<file path="src/rtl/counter_seq_ctrl_if.sv">
// Handshake/bus bundle between a requester and counter_seq_ctrl.
//   master (requester): drives start, stop, pause, up, limit; observes q, busy, tc, done
//   slave  (controller): observes the controls; drives q, busy, tc, done
interface counter_seq_ctrl_if #(
  parameter int unsigned WIDTH = 4
);
  logic             start;
  logic             stop;
  logic             pause;
  logic             up;
  logic [WIDTH-1:0] limit;
  logic [WIDTH-1:0] q;
  logic             busy;
  logic             tc;
  logic             done;

  modport master (
    output start, stop, pause, up, limit,
    input  q, busy, tc, done
  );

  modport slave (
    input  start, stop, pause, up, limit,
    output q, busy, tc, done
  );
endinterface

</file>
<file path="src/rtl/counter_seq_ctrl.sv">
// Sequencing controller for a WIDTH-bit interval counter.
// Runs the count register from 0 up to a latched limit, or from the limit down
// to 0, with pause/resume, abort and a one-cycle done pulse.
// Ports:
//   clk  - rising-edge clock
//   rst  - synchronous active-high reset
//   bus  - counter_seq_ctrl_if.slave: start/stop/pause/up/limit in,
//          q/busy/done (registered) and tc (combinational) out
// Optional feature: define COUNTER_SEQ_AUTO_RELOAD_EN to make DONE reload the
// count and re-enter RUN instead of returning to IDLE.
module counter_seq_ctrl #(
  parameter int unsigned WIDTH = 4
) (
  input  logic              clk,
  input  logic              rst,
  counter_seq_ctrl_if.slave bus
);

  typedef enum logic [1:0] {
    S_IDLE = 2'd0,
    S_RUN  = 2'd1,
    S_HOLD = 2'd2,
    S_DONE = 2'd3
  } state_t;

  state_t           state;
  logic [WIDTH-1:0] q_r;
  logic [WIDTH-1:0] lim_r;
  logic             dir_r;
  logic             busy_r;
  logic             done_r;
  logic [WIDTH-1:0] term_c;
  logic             at_term_c;

  // Terminal value depends on the direction latched at start.
  assign term_c    = dir_r ? lim_r : '0;
  assign at_term_c = (q_r == term_c);

  // State, count and registered outputs.
  always_ff @(posedge clk) begin
    if (rst) begin
      state  <= S_IDLE;
      q_r    <= '0;
      lim_r  <= '0;
      dir_r  <= 1'b1;
      busy_r <= 1'b0;
      done_r <= 1'b0;
    end else begin
      done_r <= 1'b0;
      case (state)
        S_IDLE: begin
          if (bus.start) begin
            lim_r  <= bus.limit;
            dir_r  <= bus.up;
            q_r    <= bus.up ? '0 : bus.limit;
            busy_r <= 1'b1;
            state  <= S_RUN;
          end
        end
        S_RUN: begin
          // stop beats terminal, terminal beats pause, pause beats step
          if (bus.stop) begin
            busy_r <= 1'b0;
            state  <= S_IDLE;
          end else if (at_term_c) begin
            done_r <= 1'b1;
            state  <= S_DONE;
          end else if (bus.pause) begin
            state  <= S_HOLD;
          end else if (dir_r) begin
            q_r <= q_r + WIDTH'(1);
          end else begin
            q_r <= q_r - WIDTH'(1);
          end
        end
        S_HOLD: begin
          // Resuming does not step on the resume edge.
          if (bus.stop) begin
            busy_r <= 1'b0;
            state  <= S_IDLE;
          end else if (!bus.pause) begin
            state  <= S_RUN;
          end
        end
        S_DONE: begin
`ifdef COUNTER_SEQ_AUTO_RELOAD_EN
          q_r   <= dir_r ? '0 : lim_r;
          state <= S_RUN;
`else
          busy_r <= 1'b0;
          state  <= S_IDLE;
`endif
        end
        default: begin
          busy_r <= 1'b0;
          state  <= S_IDLE;
        end
      endcase
    end
  end

  assign bus.q    = q_r;
  assign bus.busy = busy_r;
  assign bus.done = done_r;
  assign bus.tc   = (state == S_RUN) && at_term_c;

endmodule
</file>
<file path="src/flat_wrapper.sv">
// flat-port wrapper written by rule: the top's interface ports become plain ports
module counter_seq_ctrl_flat 
#(
  parameter int unsigned WIDTH = 4
)
  (clk, rst, bus_start, bus_stop, bus_pause, bus_up, bus_limit, bus_q, bus_busy, bus_tc, bus_done);
  counter_seq_ctrl_if #(.WIDTH(WIDTH)) bus_i ();
  input  logic clk;
  input  logic rst;
  input wire logic [$bits(bus_i.start)-1:0] bus_start;
  input wire logic [$bits(bus_i.stop)-1:0] bus_stop;
  input wire logic [$bits(bus_i.pause)-1:0] bus_pause;
  input wire logic [$bits(bus_i.up)-1:0] bus_up;
  input wire logic [$bits(bus_i.limit)-1:0] bus_limit;
  output wire logic [$bits(bus_i.q)-1:0] bus_q;
  output wire logic [$bits(bus_i.busy)-1:0] bus_busy;
  output wire logic [$bits(bus_i.tc)-1:0] bus_tc;
  output wire logic [$bits(bus_i.done)-1:0] bus_done;
  assign bus_i.start = bus_start;
  assign bus_i.stop = bus_stop;
  assign bus_i.pause = bus_pause;
  assign bus_i.up = bus_up;
  assign bus_i.limit = bus_limit;
  assign bus_q = bus_i.q;
  assign bus_busy = bus_i.busy;
  assign bus_tc = bus_i.tc;
  assign bus_done = bus_i.done;
  counter_seq_ctrl #(.WIDTH(WIDTH)) u_core (.clk(clk), .rst(rst), .bus(bus_i));
endmodule
</file>
<file path="config.mk">
export PLATFORM = sky130hd
export DESIGN_NAME = counter_seq_ctrl_flat
export DESIGN_NICKNAME = d
export VERILOG_FILES = /design/src/rtl/counter_seq_ctrl_if.sv /design/src/rtl/counter_seq_ctrl.sv /design/src/flat_wrapper.sv
export SDC_FILE = /design/constraint.sdc
export NUM_CORES = 1
export LEC_CHECK = 0
export CAP_MARGIN = 20
export CORE_MARGIN = 2
export CORE_UTILIZATION = 43
export DETAILED_ROUTE_END_ITERATION = 12
export HOLD_SLACK_MARGIN = 0.15
export PLACE_DENSITY_LB_ADDON = 0.08
export SLEW_MARGIN = 20
export SYNTH_ARGS = -nofsm -noshare
export SYNTH_HDL_FRONTEND = slang
export SYNTH_SLANG_ARGS = --single-unit
</file>
<file path="constraint.sdc">
create_clock -name clk -period 5.5 [get_ports clk]
set_clock_uncertainty 0.2 [all_clocks]
set_input_delay 0.55 -clock clk [delete_from_list [all_inputs] [get_ports clk]]
set_output_delay 0.55 -clock clk [all_outputs]
set_load 0.01 [all_outputs]
</file>
==> summary.md <==
The tools report the setup TNS as 0 ns. The number of synthesized register bits was 13. After the last flow step, the layout net total stands at 147. The core region is 2190 um2. Setup repair after global routing left no endpoint under its margin. The number of different library cells used by synthesis comes to 38.

Setup violations remaining at the end of the flow were counted as 0. In this run, the number of DRC markers left after iteration 0 of detailed routing was 14. The number of buffers on the longest clock path is 2. The die is 51.9 um tall. The worst slew slack as a fraction of its limit was 56.4%; the data required time of the worst path was 4.75 ns. Of the cells placed in the final design, the portion with a size suffix greater than 1 is 8.53%. The first global-routing pass estimated 3.71 mm of wire. The worst path uses 52.1% of the clock period. Static timing analysis puts the maximum clock frequency at 0.349 GHz. The tools report the sequential element share of the synthesized area as 26.3%.

The synthesized netlist devotes 22.5% of its cell area to compound gates. The run finished with clean final reports. Using the TritonRoute via totals, the vias-per-cell ratio works out to 5.55. The buffers plus inverters on the worst setup path was 1. In the final routed layout, each cell accounts on average for 13.9 um.

The pre-antenna-repair detailed-routing pass consisted of 4 iterations. Count of flip-flops with a built-in enable after synthesis: 0. STA classifies the critical path startpoint as a register. Of all nets on the critical path, the largest fanout is 10. The final-layout worst hold slack was 0.287 ns; the simple-gate area share of the yosys netlist was 27.5%.

The number of setup buffers added after CTS was 0. The number of H-tree levels is 1, and the final HPWL from detailed placement is 1.64 mm. After synthesis, the most frequently instantiated cells are sky130_fd_sc_hd__dfxtp_1 (13), sky130_fd_sc_hd__a21oi_1 (11), sky130_fd_sc_hd__nand2_1 (10). Flip-flop cell with the highest count after synthesis: sky130_fd_sc_hd__dfxtp_1.

The via count of the first global-routing pass is 814. The tools report the total count of max-transition violations in the final report as 0. TritonCTS built the clock tree.

The tightest min-delay check is of the register to register type. Input and output buffers added on the ports amount to 16. Number of nets still failing antenna checks after routing: 0. The horizontal die dimension came out at 51.9 um. For the final wirelength, the log shows 2.18 mm.

Yosys printed 0 warnings. VDD sags by at most 172 uV. The share of the synthesized area in the top cell type came out at 26.3%. Synthesis produced 116 cells.

The total nets after synthesis was 133; the number of violations of the max-capacitance limit was 0. In this run, post-CTS hold repair placed 0 buffers. The run gives 988 um2 as the post-synth design cell area.

Post-detailed-route DRC marker count: 0. The signal on the critical path passes through and4bb_1 > a2bb2oi_2 > a22oi_1 > and2_1 > clkdlybuf4s50_1. After filler insertion, the fill cell instance count of the layout stands at 224.

The final route contains 872 vias. Summed over all instances, the cell type with the most area after synthesis is sky130_fd_sc_hd__dfxtp_1. The capturing element type of the critical path was an output port. For the total I/O pin count, the log shows 17. The slowest stage of the critical path is the sky130_fd_sc_hd__dfxtp_1 cell. The buffer cell driving the clock tree root was sky130_fd_sc_hd__clkbuf_4. The run gives 260 um2 as the footprint of the flip-flops and latches. The clock insertion delay at the later pin of the skew report was 0.28 ns; the transition time at the pin with the least slew margin was 0.652 ns. From synthesis to final layout, the design area changed by 18.2%. The cell family contributing the most delay on the critical path is flip-flops.

At the end of routability-driven placement, the weighted congestion stood at 0.790. The fraction of synthesized cell area in xor and xnor cells is 3.54%. Once the clock tree was built, the resizer swapped 0 gates to a different size.

The repair_antennas step left the layout with diodes totalling 0. The setup path with the least slack is of type register to output port. In the post-synthesis netlist, the biggest area contributors are sky130_fd_sc_hd__dfxtp_1 (26%), sky130_fd_sc_hd__ha_1 (7.6%), sky130_fd_sc_hd__a21oi_1 (5.6%), sky130_fd_sc_hd__nand3_1 (4.6%), sky130_fd_sc_hd__nand2_1 (3.8%). After layout, the worst setup slack is 2.64 ns. The fraction of synthesized area in multiplexers is 4.43%, and the clock sink total is 13. The mean instance size in the synthesized netlist was 8.52 um2; the global routing usage summed across all routing layers was 18.8%.

The multi-input combinational cell area was 668 um2. Summing the areas of all fa, ha and maj instances in the mapped netlist gives 9.62% of the synthesized area. For this design the ratio of total power to cell area is 243 nW/um2. For the die outline area, the log shows 2700 um2. Clock-pin slew was measured on the worst setup and hold paths at 0.08 ns. The analysis attributes to cell leakage a power of 0.000472 uW. The share of synthesized registers carrying an async set or reset was 0%.

The largest single stage delay on the critical path is 0.56 ns. The largest net degree at the start of global routing was 18. Yosys instantiated no cell more often than sky130_fd_sc_hd__dfxtp_1.

Data arrives at the worst endpoint at 2.11 ns. The minimum period implied by the final worst setup slack is 2.86 ns. Dominant combinational cell family by area after synthesis: simple AND/OR/NAND/NOR gates.

The pre-CTS worst setup slack was 2.83 ns; the number of CTS-inserted buffers was 3. The initial core utilization came out at 45.1%. After global routing the overflow that remains totals 0. The number of antenna violations at the first check in global routing is 0, and the final hold violation count is 0. The run gives 17 as the number of placement rows.
[worst min-delay path, cell delays in order, from the launching register on]
cell and delay, ns:
sky130_fd_sc_hd__dfxtp_1 0.33, sky130_fd_sc_hd__nand2_1 0.06, sky130_fd_sc_hd__a21oi_1 0.05
[power breakdown]
group,switching (uW),internal [uW],leakage (uW)
Clock,32.8,28.1,0.0000150
Combinational,54.2,52.9,0.000351
Sequential,12.8,103,0.000107
[cell type report]
class,instances,share of cell area (%)
Inverter,5,1.61
Multi-Input combinational cell,91,57.2
Timing Repair Buffer,16,13.7
Sequential cell,13,22.3
Tap cell,28,3.00
Clock buffer,4,2.25
[cell families (layout without fill, tap and decap cells)]
group,count (synthesis),count (layout)
AO/OA/AOI/OAI,29,29
multiplexers,4,4
AND/OR/NAND/NOR,47,47
buffers and inverters,12,25
flip-flops,13,13
adder cells (fa/ha/maj),7,7
XOR/XNOR,4,4
[stage by stage]
step / cell area [um2] / utilization, % / std cells / power, uW
final: 1170 / 53.3 / 157 / 284
after global routing: 1170 / 53.3 / 157 / 306
after CTS: 1170 / 53.3 / 157 / 287
after detailed placement: 1140 / 52.1 / 153 / 225
after global placement: 1140 / 52.1 / 153 / 223
after floorplan: 988 / - / 116 / 193
[cells in the final DEF (no fill, tap or decap), types with 3 or more instances in the layout]
cell / instances
sky130_fd_sc_hd__ha_1: 6
sky130_fd_sc_hd__nor2_1: 8
sky130_fd_sc_hd__a21oi_1: 11
sky130_fd_sc_hd__o21ai_0: 4
sky130_fd_sc_hd__nor2b_1: 3
sky130_fd_sc_hd__nor3b_1: 4
sky130_fd_sc_hd__inv_1: 5
sky130_fd_sc_hd__clkdlybuf4s50_1: 16
sky130_fd_sc_hd__nand3_1: 9
sky130_fd_sc_hd__xor2_1: 4
sky130_fd_sc_hd__dfxtp_1: 13
sky130_fd_sc_hd__clkbuf_4: 3
sky130_fd_sc_hd__nand2_1: 10
sky130_fd_sc_hd__mux2_1: 3
[metal layers]
metal	vias up	routed length (um)	track usage (%)
met4	0	22	5.26
met3	4	72	5.17
met2	14	1040	30.8
li1	443	-	-
met1	411	1040	23.9
met5	-	0	0
[sequential cells by signal, summed over array words and instances (netlist names)]
| signal | cells |
|---|---|
| u_core.bus.q | 4 |
| u_core.lim_r | 4 |
| u_core.dir_r | 1 |
| u_core.bus.busy | 1 |
| u_core.state | 2 |
| u_core.bus.done | 1 |
[worst paths after layout]
kind | from | endpoint | slack, ns | depth (start not counted)
worst max-delay path | u_core.bus.q[0] | bus_tc | 2.64 | 5
worst min-delay path | u_core.lim_r[3] | u_core.lim_r[3] | 0.29 | 2
worst max register to register | u_core.state[1] | u_core.bus.q[2] | 2.98 | 7
worst min register to register | u_core.lim_r[3] | u_core.lim_r[3] | 0.29 | 2
Note: power is estimated with default switching activity, not from simulation.
